**config.mk**
```make
export PLATFORM = sky130hd
export DESIGN_NAME = vinsn_decode_queue_flat
export DESIGN_NICKNAME = d
export VERILOG_FILES = /design/src/rtl/vinsn_decode_queue_if.sv /design/src/rtl/vinsn_decode_queue.sv /design/src/flat_wrapper.sv
export SDC_FILE = /design/constraint.sdc
export NUM_CORES = 1
export LEC_CHECK = 0
export ABC_AREA = 0
export CORE_ASPECT_RATIO = 1.1
export CORE_UTILIZATION = 59
export CTS_CLUSTER_SIZE = 28
export DETAILED_ROUTE_END_ITERATION = 8
export GPL_ROUTABILITY_DRIVEN = 0
export PLACE_DENSITY = 0.95
export SLEW_MARGIN = 20
export SYNTH_ARGS = -nofsm -noshare
export SYNTH_HDL_FRONTEND = slang
export SYNTH_SLANG_ARGS = --single-unit
export TNS_END_PERCENT = 10
```
**constraint.sdc**
```tcl
create_clock -name clk_i -period 16.7 [get_ports clk_i]
set_clock_uncertainty 0.05 [all_clocks]
set_input_delay 3.34 -clock clk_i [delete_from_list [all_inputs] [get_ports clk_i]]
set_output_delay 3.34 -clock clk_i [all_outputs]
set_load 0.01 [all_outputs]
```
**src/rtl/vinsn_decode_queue_if.sv**
```systemverilog
// Decode-queue bus: scalar-core offer side plus launcher-facing queue head.
// vop encoding on req_vop: 0 VADD, 1 VSUB, 2 VSLL, 3 VSRL, 4 VSRA, 5 VMERGE, 6 VSE.
// req_vm: 1 = masked, 0 = unmasked. req_use_vs: bit 1 = vs2 read, bit 0 = vs1 read.
interface vinsn_decode_queue_if #(
  parameter int unsigned QueueDepth = 4
);
  localparam int unsigned CntW = $clog2(QueueDepth + 1);

  // Scalar-core side (vec_context is carried as vsew + vle)
  logic            valid;
  logic            ready;
  logic [31:0]     insn;
  logic [3:0]      insn_id;
  logic [1:0]      vsew;
  logic [15:0]     vle;
  logic [63:0]     scalar;
  logic            flush;
  logic            illegal_insn;

  // Launcher side: registered queue head
  logic            req_valid;
  logic            req_ready;
  logic [2:0]      req_vop;
  logic [1:0]      req_vew;
  logic [18:0]     req_vlb;
  logic [4:0]      req_vs1;
  logic [4:0]      req_vs2;
  logic [4:0]      req_vd;
  logic [1:0]      req_use_vs;
  logic            req_vm;
  logic [63:0]     req_scalar_op;
  logic [3:0]      req_insn_id;
  logic            req_flip_bit;
  logic [CntW-1:0] queue_cnt;

  modport master (
    output valid, insn, insn_id, vsew, vle, scalar, flush, req_ready,
    input  ready, illegal_insn, req_valid, req_vop, req_vew, req_vlb, req_vs1, req_vs2,
           req_vd, req_use_vs, req_vm, req_scalar_op, req_insn_id, req_flip_bit, queue_cnt
  );

  modport slave (
    input  valid, insn, insn_id, vsew, vle, scalar, flush, req_ready,
    output ready, illegal_insn, req_valid, req_vop, req_vew, req_vlb, req_vs1, req_vs2,
           req_vd, req_use_vs, req_vm, req_scalar_op, req_insn_id, req_flip_bit, queue_cnt
  );
endinterface

```
**src/rtl/vinsn_decode_queue.sv**
```systemverilog
// Vector instruction decoder feeding a FIFO of decoded issue requests.
// Optional feature macro VINSN_MASK_EN: when defined, masked (vm=0) forms of all ops are
// accepted and the mask flag is forwarded; otherwise only VMERGE may be masked and the
// forwarded vm flag is always unmasked.
module vinsn_decode_queue #(
  parameter int unsigned QueueDepth = 4,
  parameter bit          ScalarOpEn = 1'b1
) (
  input logic                 clk_i,
  input logic                 rst_i,
  vinsn_decode_queue_if.slave dq
);
  localparam int unsigned PtrW = (QueueDepth > 1) ? $clog2(QueueDepth) : 1;
  localparam int unsigned CntW = $clog2(QueueDepth + 1);
  localparam logic [CntW-1:0] DepthCnt = CntW'(QueueDepth);

  localparam logic [6:0] OpcodeVec     = 7'h57;
  localparam logic [6:0] OpcodeStoreFp = 7'h27;
  localparam logic [2:0] F3Opivv       = 3'b000;
  localparam logic [2:0] F3Opivi       = 3'b011;
  localparam logic [2:0] F3Opivx       = 3'b100;
  localparam logic [5:0] F6Vadd        = 6'b000000;
  localparam logic [5:0] F6Vsub        = 6'b000010;
  localparam logic [5:0] F6Vsll        = 6'b100101;
  localparam logic [5:0] F6Vsrl        = 6'b101000;
  localparam logic [5:0] F6Vsra        = 6'b101001;
  localparam logic [5:0] F6Vmerge      = 6'b010111;

  typedef enum logic [2:0] {
    VopVadd, VopVsub, VopVsll, VopVsrl, VopVsra, VopVmerge, VopVse
  } vop_e;

  typedef struct packed {
    vop_e        vop;
    logic [1:0]  vew;
    logic [18:0] vlb;
    logic [4:0]  vs1;
    logic [4:0]  vs2;
    logic [4:0]  vd;
    logic [1:0]  use_vs;
    logic        vm;
    logic [63:0] scalar_op;
    logic [3:0]  insn_id;
    logic        flip_bit;
  } req_t;

  logic [CntW-1:0] cnt_q, cnt_d;
  logic [PtrW-1:0] rptr_q, rptr_d, wptr_q, wptr_d;
  logic            flip_q, flip_d;
  req_t            mem_q [QueueDepth];

  req_t dec_req;
  logic dec_illegal;
  logic masked;
  logic ready;
  logic push;
  logic pop;
  logic head_valid;

  // Combinational decode of the offered instruction into a queue entry.
  always_comb begin
    dec_req          = '0;
    dec_illegal      = 1'b0;
    masked           = ~dq.insn[25];
    dec_req.insn_id  = dq.insn_id;
    dec_req.flip_bit = flip_q;
    case (dq.insn[6:0])
      OpcodeVec: begin
        dec_req.vew = dq.vsew;
        dec_req.vlb = {3'b000, dq.vle} << dq.vsew;
        dec_req.vs1 = dq.insn[19:15];
        dec_req.vs2 = dq.insn[24:20];
        dec_req.vd  = dq.insn[11:7];
        case (dq.insn[14:12])
          F3Opivv: dec_req.use_vs = 2'b11;
          F3Opivi: begin
            dec_req.use_vs    = 2'b10;
            dec_req.scalar_op = {{59{dq.insn[19]}}, dq.insn[19:15]};
          end
          F3Opivx: begin
            dec_req.use_vs    = 2'b10;
            dec_req.scalar_op = dq.scalar;
            if (!ScalarOpEn) dec_illegal = 1'b1;
          end
          default: dec_illegal = 1'b1;
        endcase
        case (dq.insn[31:26])
          F6Vadd: dec_req.vop = VopVadd;
          F6Vsub: dec_req.vop = VopVsub;
          F6Vsll: dec_req.vop = VopVsll;
          F6Vsrl: dec_req.vop = VopVsrl;
          F6Vsra: dec_req.vop = VopVsra;
          F6Vmerge: begin
            // Unmasked merge is a plain move: vs2 is not read.
            dec_req.vop       = VopVmerge;
            dec_req.use_vs[1] = masked;
          end
          default: dec_illegal = 1'b1;
        endcase
      end
      OpcodeStoreFp: begin
        dec_req.vop    = VopVse;
        dec_req.vs1    = dq.insn[11:7];
        dec_req.use_vs = 2'b01;
        case ({dq.insn[28], dq.insn[14:12]})
          4'b0000: dec_req.vew = 2'd0;
          4'b0101: dec_req.vew = 2'd1;
          4'b0110: dec_req.vew = 2'd2;
          4'b0111: dec_req.vew = 2'd3;
          default: dec_illegal = 1'b1;
        endcase
        dec_req.vlb = {3'b000, dq.vle} << dec_req.vew;
      end
      default: dec_illegal = 1'b1;
    endcase
`ifdef VINSN_MASK_EN
    dec_req.vm = masked;
`else
    dec_req.vm = 1'b0;
    if (masked && !(dq.insn[6:0] == OpcodeVec && dq.insn[31:26] == F6Vmerge)) begin
      dec_illegal = 1'b1;
    end
`endif
  end

  // Handshake: a pop frees a slot for a same-cycle push, flush blocks everything.
  always_comb begin
    head_valid = (cnt_q != '0);
    ready      = !rst_i && !dq.flush && ((cnt_q < DepthCnt) || (head_valid && dq.req_ready));
    push       = dq.valid && ready && !dec_illegal;
    pop        = head_valid && dq.req_ready && !dq.flush;
  end

  // Next-state for occupancy, pointers and flip bit.
  always_comb begin
    cnt_d  = cnt_q;
    rptr_d = rptr_q;
    wptr_d = wptr_q;
    flip_d = flip_q;
    if (dq.flush) begin
      cnt_d  = '0;
      rptr_d = '0;
      wptr_d = '0;
    end else begin
      if (push) begin
        wptr_d = wptr_q + PtrW'(1);
        flip_d = ~flip_q;
      end
      if (pop) rptr_d = rptr_q + PtrW'(1);
      case ({push, pop})
        2'b10:   cnt_d = cnt_q + CntW'(1);
        2'b01:   cnt_d = cnt_q - CntW'(1);
        default: cnt_d = cnt_q;
      endcase
    end
  end

  // Control state with synchronous reset.
  always_ff @(posedge clk_i) begin
    if (rst_i) begin
      cnt_q  <= '0;
      rptr_q <= '0;
      wptr_q <= '0;
      flip_q <= 1'b0;
    end else begin
      cnt_q  <= cnt_d;
      rptr_q <= rptr_d;
      wptr_q <= wptr_d;
      flip_q <= flip_d;
    end
  end

  // Entry storage, deliberately not reset.
  always_ff @(posedge clk_i) begin
    if (push) mem_q[wptr_q] <= dec_req;
  end

  assign dq.ready         = ready;
  assign dq.illegal_insn  = dq.valid && ready && dec_illegal;
  assign dq.req_valid     = head_valid;
  assign dq.queue_cnt     = cnt_q;
  assign dq.req_vop       = mem_q[rptr_q].vop;
  assign dq.req_vew       = mem_q[rptr_q].vew;
  assign dq.req_vlb       = mem_q[rptr_q].vlb;
  assign dq.req_vs1       = mem_q[rptr_q].vs1;
  assign dq.req_vs2       = mem_q[rptr_q].vs2;
  assign dq.req_vd        = mem_q[rptr_q].vd;
  assign dq.req_use_vs    = mem_q[rptr_q].use_vs;
  assign dq.req_vm        = mem_q[rptr_q].vm;
  assign dq.req_scalar_op = mem_q[rptr_q].scalar_op;
  assign dq.req_insn_id   = mem_q[rptr_q].insn_id;
  assign dq.req_flip_bit  = mem_q[rptr_q].flip_bit;
endmodule

```
**src/flat_wrapper.sv**
```systemverilog
// flat-port wrapper written by rule: the top's interface ports become plain ports
module vinsn_decode_queue_flat 
#(
  parameter int unsigned QueueDepth = 4,
  parameter bit          ScalarOpEn = 1'b1
)
  (clk_i, rst_i, dq_valid, dq_insn, dq_insn_id, dq_vsew, dq_vle, dq_scalar, dq_flush, dq_req_ready, dq_ready, dq_illegal_insn, dq_req_valid, dq_req_vop, dq_req_vew, dq_req_vlb, dq_req_vs1, dq_req_vs2, dq_req_vd, dq_req_use_vs, dq_req_vm, dq_req_scalar_op, dq_req_insn_id, dq_req_flip_bit, dq_queue_cnt);
  vinsn_decode_queue_if #(.QueueDepth(QueueDepth)) dq_i ();
  input logic clk_i;
  input logic rst_i;
  input wire logic [$bits(dq_i.valid)-1:0] dq_valid;
  input wire logic [$bits(dq_i.insn)-1:0] dq_insn;
  input wire logic [$bits(dq_i.insn_id)-1:0] dq_insn_id;
  input wire logic [$bits(dq_i.vsew)-1:0] dq_vsew;
  input wire logic [$bits(dq_i.vle)-1:0] dq_vle;
  input wire logic [$bits(dq_i.scalar)-1:0] dq_scalar;
  input wire logic [$bits(dq_i.flush)-1:0] dq_flush;
  input wire logic [$bits(dq_i.req_ready)-1:0] dq_req_ready;
  output wire logic [$bits(dq_i.ready)-1:0] dq_ready;
  output wire logic [$bits(dq_i.illegal_insn)-1:0] dq_illegal_insn;
  output wire logic [$bits(dq_i.req_valid)-1:0] dq_req_valid;
  output wire logic [$bits(dq_i.req_vop)-1:0] dq_req_vop;
  output wire logic [$bits(dq_i.req_vew)-1:0] dq_req_vew;
  output wire logic [$bits(dq_i.req_vlb)-1:0] dq_req_vlb;
  output wire logic [$bits(dq_i.req_vs1)-1:0] dq_req_vs1;
  output wire logic [$bits(dq_i.req_vs2)-1:0] dq_req_vs2;
  output wire logic [$bits(dq_i.req_vd)-1:0] dq_req_vd;
  output wire logic [$bits(dq_i.req_use_vs)-1:0] dq_req_use_vs;
  output wire logic [$bits(dq_i.req_vm)-1:0] dq_req_vm;
  output wire logic [$bits(dq_i.req_scalar_op)-1:0] dq_req_scalar_op;
  output wire logic [$bits(dq_i.req_insn_id)-1:0] dq_req_insn_id;
  output wire logic [$bits(dq_i.req_flip_bit)-1:0] dq_req_flip_bit;
  output wire logic [$bits(dq_i.queue_cnt)-1:0] dq_queue_cnt;
  assign dq_i.valid = dq_valid;
  assign dq_i.insn = dq_insn;
  assign dq_i.insn_id = dq_insn_id;
  assign dq_i.vsew = dq_vsew;
  assign dq_i.vle = dq_vle;
  assign dq_i.scalar = dq_scalar;
  assign dq_i.flush = dq_flush;
  assign dq_i.req_ready = dq_req_ready;
  assign dq_ready = dq_i.ready;
  assign dq_illegal_insn = dq_i.illegal_insn;
  assign dq_req_valid = dq_i.req_valid;
  assign dq_req_vop = dq_i.req_vop;
  assign dq_req_vew = dq_i.req_vew;
  assign dq_req_vlb = dq_i.req_vlb;
  assign dq_req_vs1 = dq_i.req_vs1;
  assign dq_req_vs2 = dq_i.req_vs2;
  assign dq_req_vd = dq_i.req_vd;
  assign dq_req_use_vs = dq_i.req_use_vs;
  assign dq_req_vm = dq_i.req_vm;
  assign dq_req_scalar_op = dq_i.req_scalar_op;
  assign dq_req_insn_id = dq_i.req_insn_id;
  assign dq_req_flip_bit = dq_i.req_flip_bit;
  assign dq_queue_cnt = dq_i.queue_cnt;
  vinsn_decode_queue #(.QueueDepth(QueueDepth), .ScalarOpEn(ScalarOpEn)) u_core (.clk_i(clk_i), .rst_i(rst_i), .dq(dq_i));
endmodule
```
==> reports/results.txt <==
Status - finished clean
Layout cells sized above 1 - 0.185
All-layer global routing usage - 0.248
Via count - 9,435
Finished Layout Cells - 1,501
CP Cell Sequence - clkdlybuf4s50_1 -> and4bb_2 -> a31oi_1 -> a2bb2oi_1 -> a211oi_1 -> nor2_1 -> clkdlybuf4s50_1
Post-CTS sizing - 0
# rows - 66
M3 GR Usage - 0.0575
Die X - 167 microns
Final min period - 9090 ps
Starting Density - 0.599
Global-route wire length before repair - 56,400 microns
Die area - 30,700 sq um
DRT Pass-1 Iters - 5
VDD IR-drop max - 0.0000825 V
Critical path arrival - 5700 ps
DRT antenna net count - 0
Sequential area share after synthesis - 0.757
Post-route design area - 21,900 sq um
DRT iter0 DRCs - 900
Worst-margin pin slew - 1040 ps
Cell Area, Synth - 17,700 sq um
CTS root buffer - clkbuf_16
Die height - 184 microns
DP HPWL - 22,400 microns
Drt wl/cell - 25.1 microns
Storage element area - 13,400 sq um
M2 GR Usage - 0.420
DP Cell Count - 1,423
Gr ovfl total - 0
Overall Power - 2.25 mW
Vias in the first global route - 9,851
CTS max path bufs - 3
CP max FO - 7
Max incr delay on CP - 610 ps
Worst Setup Start Kind - input pin
Area after DPL - 20,500 sq um
WL final - 37,700 microns
Inserted Diodes - 0
Top_reg_cell synth - edfxtp_1
Hold Violations, Final - 0
HP Class - flip-flop to flip-flop
Final setup fails - 0
Syn_nets - 976
Post-synth EDFFs - 440
GRT busiest layer - met2
I/O Buffers - 238
Synth Warn # - 0
CTS H-tree lvls - 2
Core area - 29,600 sq um
Fill count - 1,629
Syn avg cell area - 20.9 sq um
P&R area growth vs syn - 23.9%
Cts bufs inserted - 42
Final slew viol count - 0
CP dominant cell by count - clkdlybuf4s50_1
DRC Markers - 0
TNS Setup - 0 ps
Synth cell types - 53
Clock transition at path regs - 60 ps
Post-CTS Setup Inserts - 0
Largest net degree at the start of global routing - 65
Clk_lat worst skew - 530 ps
Final worst path period share - 0.544
Hold_buf cts - 0
Multi-input gate area - 4110 sq um
Nets - 1,222
Commonest non-fill, non-tap cell in the layout - edfxtp_1
Cells after Synth - 847
Ports - 240
Most frequent cells in the layout - 440 x edfxtp_1, 238 x clkdlybuf4s50_1, 110 x mux4_2, 54 x a21o_1, 45 x clkbuf_16
RSZ-0062 raised after global routing - false
PD cells - 103 nW/um^2
Pleak - 7.13 nW
Max Fclk - 110 MHz
Vias per Instance - 6.29
Clk sinks - 450
Grt met1 use - 0.323
Slew HR - 0.300
Setup Crit Path Kind - input pin to primary output
Max-Cap Viols - 0
Worst Setup End Kind - primary output
#FFs+latches synth - 450
Synth async-reset ratio - 0
CTS tree - done
Slowest-stage cell, CP - clkdlybuf4s50_1
Initial antenna violation count - 1
WP data required - 13,310 ps
==> final cells by class <==
cell class,count,area share
clock buffer,49,0.0520
clock inverter,29,0.0145
inverter,8,0.00137
multi-input combinational,343,0.187
sequential,450,0.611
tap,374,0.0213
timing repair buffer,248,0.112
==> power breakdown <==
group / leakage (nW) / internal (mW) / total, mW / switching (mW)
Combinational: 2.74 / 0.0310 / 0.0507 / 0.0196
Sequential: 3.68 / 1.22 / 1.22 / 0.00000891
Clock: 0.704 / 0.575 / 0.979 / 0.405
Total: 7.13 / 1.83 / 2.25 / 0.424
==> per-layer routing <==
layer | part of all wire | wire length [microns]
met5 | 0.00024 | 9
met4 | 0.023 | 860
met3 | 0.086 | 3250
met2 | 0.51 | 19400
met1 | 0.38 | 14200
==> through the flow <==
step	hold WS [ps]	utilization	setup slack, ps
3_5_place_dp	443	0.693	7730
3_3_place_gp	432	0.693	7790
6_report	456	0.742	7610
4_1_cts	451	0.742	7690
5_1_grt	484	0.742	7520
2_1_floorplan	418	-	8790
==> registers in the layout (all words and copies together) (netlist names), named ones only <==
| signal | cells |
|---|---|
| u_core.mem_q | 440 |
| u_core.dq.queue_cnt | 3 |
| u_core.wptr_q | 2 |
| u_core.rptr_q | 2 |
| u_core.flip_q | 1 |
==> cell usage after synthesis, types with 4 or more instances <==
| cell type | instances | area, sq um |
|---|---|---|
| a22o_1 | 6 | 52.6 |
| a21o_1 | 54 | 405 |
| clkbuf_1 | 26 | 97.6 |
| buf_1 | 16 | 60.1 |
| xor2_1 | 4 | 35.0 |
| a22oi_1 | 5 | 37.5 |
| and2_1 | 5 | 31.3 |
| inv_1 | 8 | 30.0 |
| and3_1 | 11 | 68.8 |
| nor2_1 | 25 | 93.8 |
| ha_1 | 5 | 62.6 |
| dfxtp_1 | 10 | 200 |
| a21oi_1 | 14 | 70.1 |
| nand2_1 | 28 | 105 |
| o22ai_1 | 15 | 93.8 |
| edfxtp_1 | 440 | 13200 |
| mux4_2 | 110 | 2480 |
| mux2i_1 | 17 | 170 |
==> final timing paths <==
path                                from                   to  slack (ps)  cells past startpoint
setup reg to reg  u_core.dq.queue_cnt[2]  u_core.mem_q[1][63]       13140                      5
setup / recovery             dq_insn[29]      dq_illegal_insn        7610                      7
hold / removal          u_core.wptr_q[1]     u_core.wptr_q[1]         460                      2
hold reg to reg         u_core.wptr_q[1]     u_core.wptr_q[1]         460                      2
==> critical path: cells and delay by family <==
family                 cells  cell delay, ps
AND/OR/NAND/NOR            2             420
AO/OA/AOI/OAI              3             780
buffers and inverters      2            1150
==> logic make-up (layout without fill, tap and decap cells) <==
family	count (synthesis)	after routing	share of synthesized area
buf+inv	54	334	0.0121
other cells	1	1	0.000212
compound gates	107	107	0.0450
simple gates	95	95	0.0276
fa+ha+maj	6	6	0.00466
mux	129	129	0.151
xor+xnor	5	5	0.00247
flops	450	450	0.757
Power figures use the tool's default switching activity.
==> edit 1, RTL diff (same settings) <==
Make the reset (`rst_i`) asynchronous in one clocked block. Comments in the files are not updated.
--- a/src/rtl/vinsn_decode_queue.sv
+++ b/src/rtl/vinsn_decode_queue.sv
@@ -156,7 +156,7 @@
   end
 
   // Control state with synchronous reset.
-  always_ff @(posedge clk_i) begin
+  always_ff @(posedge clk_i or posedge rst_i) begin
     if (rst_i) begin
       cnt_q  <= '0;
       rptr_q <= '0;
Behaviour: differs if rst_i is asserted again (counterexample within 4 cycles, from zero or initial values and one cycle with rst_i high); with rst_i held inactive, the same outputs for 4 cycles.
==> edit 1 against the unedited design <==
- non-clock buffer count is 4 higher
- critical path type unchanged
- design area is 0.39% lower
- setup slack better by 0.17 ns
- combinational power is 93% higher
- global-route usage is 0.10 points lower
- routed wire length is 0.61% lower
- area after synthesis is 0.24% lower
- critical endpoint unchanged
- power is 1.1% higher
- largest cell class unchanged
- sequential cell count is 2 lower
==> edit 1: results (changes against the unedited design) <==
vias: 9319  # -1.2%
dp_cells: 1410  # -0.91%
cp-startpoint: "dq_insn[31]"
whs_ns: 0.543  # +0.0867 ns
status: "finished clean"
track_usage_pct: 24.7  # -0.10 points
seq_power_share_pct: 53.5  # -0.7 points
synth-xor-area-share_pct: 0.248  # +0.00059 points
use_met2_pct: 42.5  # +0.50 points
dp_hpwl_microns: 21500  # -4.0%
grt_pass1_wl_microns: 55800  # -1.1%
synth_compound_area_share_pct: 4.27  # -0.23 points
pre_cts_slack_ns: 7.92  # +0.186 ns
crit_fanout: 5  # -2
p_int_mw: 1.85  # +1.3%
vdd_drop_max_mv: 0.0992  # +20%
power.leakage_nw: 7.57  # +6.1%
yosys.cell_types.count: 51  # -3.8%
wirelength_microns: 37500  # -0.61%
r2r_start: "u_core.dq.queue_cnt[2]"
synthToLayoutAreaGrowth_pct: 23.7
synth_mux_area_share_pct: 15.2  # +0.14 points
tightest_slew_ns: 0.985  # -0.0510 ns
grt_max_degree: 79  # +22%
synth_top_cells_by_count: "440 x edfxtp_1, 110 x mux4_2, 54 x a21o_1"
fillers: 1594  # -2.1%
avgSynthCellArea_sq_um: 21.2  # +1.3%
synth_nets: 962  # -1.4%
edit 1: cell types whose count changed in the layout (fill, tap and decap cells not counted), moves of 4 or more:
cell | before | now
and2_1 | 1 | 12
and3_1 | 10 | 1
clkbuf_1 | 4 | 8
clkinv_1 | 4 | 11
clkinvlp_4 | 5 | 1
dfrtp_1 | 0 | 6
dfxtp_1 | 8 | 0
nand2_1 | 28 | 17
edit 1: worst paths after layout:
check / end / cells after the start
setup / recovery: dq_illegal_insn / 7
hold / removal: u_core.flip_q / 1
setup reg to reg: u_core.mem_q[2][11] / 6
hold reg to reg: u_core.flip_q / 1
max in group asynchronous: u_core.rptr_q[1] / 2
min in group asynchronous: u_core.rptr_q[0] / 2
edit 1: layout make-up:
cell class / instances / share of cell area, %
Clock inverter: 23 / 1.06
Sequential cell: 448 / 61.4
Multi-Input combinational cell: 329 / 18.4
Timing Repair Buffer: 252 / 11.5
Clock buffer: 54 / 5.35
Inverter: 8 / 0.137
Tap cell: 374 / 2.14
==> edit 2, RTL diff (same flow settings) <==
Without the edit above. `QueueDepth` is set to 4 in 3 places; all go to 8.
--- a/src/rtl/vinsn_decode_queue_if.sv
+++ b/src/rtl/vinsn_decode_queue_if.sv
@@ -2,7 +2,7 @@
 // vop encoding on req_vop: 0 VADD, 1 VSUB, 2 VSLL, 3 VSRL, 4 VSRA, 5 VMERGE, 6 VSE.
 // req_vm: 1 = masked, 0 = unmasked. req_use_vs: bit 1 = vs2 read, bit 0 = vs1 read.
 interface vinsn_decode_queue_if #(
-  parameter int unsigned QueueDepth = 4
+  parameter int unsigned QueueDepth = 8
 );
   localparam int unsigned CntW = $clog2(QueueDepth + 1);
 
--- a/src/rtl/vinsn_decode_queue.sv
+++ b/src/rtl/vinsn_decode_queue.sv
@@ -3,7 +3,7 @@
 // accepted and the mask flag is forwarded; otherwise only VMERGE may be masked and the
 // forwarded vm flag is always unmasked.
 module vinsn_decode_queue #(
-  parameter int unsigned QueueDepth = 4,
+  parameter int unsigned QueueDepth = 8,
   parameter bit          ScalarOpEn = 1'b1
 ) (
   input logic                 clk_i,
--- a/src/flat_wrapper.sv
+++ b/src/flat_wrapper.sv
@@ -1,7 +1,7 @@
 // flat-port wrapper written by rule: the top's interface ports become plain ports
 module vinsn_decode_queue_flat 
 #(
-  parameter int unsigned QueueDepth = 4,
+  parameter int unsigned QueueDepth = 8,
   parameter bit          ScalarOpEn = 1'b1
 )
   (clk_i, rst_i, dq_valid, dq_insn, dq_insn_id, dq_vsew, dq_vle, dq_scalar, dq_flush, dq_req_ready, dq_ready, dq_illegal_insn, dq_req_valid, dq_req_vop, dq_req_vew, dq_req_vlb, dq_req_vs1, dq_req_vs2, dq_req_vd, dq_req_use_vs, dq_req_vm, dq_req_scalar_op, dq_req_insn_id, dq_req_flip_bit, dq_queue_cnt);
Interface: changed (resized dq_queue_cnt); port bits go from 240 to 241. No check against the original RTL was run, so the function may have changed too.
==> edit 2 against the unedited design <==
- count of clock-buffer cells in the layout rose by 48
- maximum frequency fell by 3.3%
- routed wire length rose by 120%
- area after synthesis rose by 98%
- sequential cell count rose by 444
- power rose by 96%
- highest routed layer is now met4
- die area rose by 97%
- sequential share of layout area rose by 3.8 points
- non-clock buffer count rose by 19
- design area rose by 87%
- critical endpoint unchanged
- largest cell class unchanged
- setup slack got worse by 0.31 ns
- hold slack got worse by 0.0017 ns
==> edit 2: results (changes against the unedited design) <==
status: "finished clean"
place_area_sq_mm: 0.0383  # +87%
avgSynthCellArea_sq_um: 22.3  # +6.5%
signal_buffers: 267  # +7.7%
portBuffers: 239  # +0.42%
track_usage_pct: 27.3  # +2.5 points
clkbuf_count: 97  # +98%
cts_sinks: 894  # +99%
synth_edf_count: 880  # +100%
htree_num_levels: 3  # +1
combPwrFrac_pct: 1.3  # -1.0 points
use_met2_pct: 45.2  # +3.2 points
largest_register_ffs: 880  # +100%
first_global_vias: 18668  # +90%
timing.slew.headroom_pct: 16.0  # -14 points
fillers: 3293  # +100%
p_switching_mw: 0.842  # +99%
buf_share_pct: 6.44  # -4.8 points
drt_iter0_drc: 1935  # +110%
wl_met2_microns: 42000  # +120%
multi_input_area_share_pct: 19.5  # +0.75 points
multi_input_cells: 589  # +72%
num_antenna_cells: 5  # +5
synth_nets: 1703  # +74%
pg_seq_mw: 2.43  # +99%
wl_met3_microns: 5660  # +74%
wirelength_microns: 81100  # +120%
highest_layer: "met4"
crit_fanout: 25  # +18
crit_arrival_ns: 6.01  # +0.31 ns
met3_usage_pct: 4.63  # -1.1 points
vdd_drop_max_mv: 0.0717  # -13%
slowest_delay_ns: 0.56  # -0.05 ns
met1_usage_pct: 35.9  # +3.6 points
final-instance-count-excl-fill: 2675  # +78%
clock_area_share_pct: 6.75  # +0.097 points
num-nets-final: 1971  # +61%
dp_hpwl_microns: 42900  # +91%
wl_met1_microns: 30300  # +110%
seqCellArea_sq_mm: 0.0267  # +99%
synthToLayoutAreaGrowth_pct: 17.3
edit 2: logic make-up (layout without fill, tap and decap cells):
| kind of cell | count (synthesis) | after routing | synth area share [%] |
|---|---|---|---|
| simple gates | 109 | 109 | 1.61 |
| flops | 894 | 894 | 76.1 |
| fa+ha+maj | 5 | 5 | 0.178 |
| other cells | 1 | 6 | 0.0107 |
| compound gates | 117 | 117 | 2.47 |
| xor+xnor | 6 | 6 | 0.150 |
| buf+inv | 92 | 427 | 1.16 |
| mux | 351 | 351 | 18.3 |
edit 2: final timing paths:
path / depth (start not counted) / endpoint / slack (ns) / start
setup / recovery: 7 / dq_illegal_insn / 7.30 / dq_insn[1]
hold / removal: 2 / u_core.rptr_q[1] / 0.45 / u_core.rptr_q[1]
setup reg to reg: 5 / u_core.mem_q[0][10] / 13.22 / u_core.dq.queue_cnt[3]
hold reg to reg: 2 / u_core.rptr_q[1] / 0.45 / u_core.rptr_q[1]
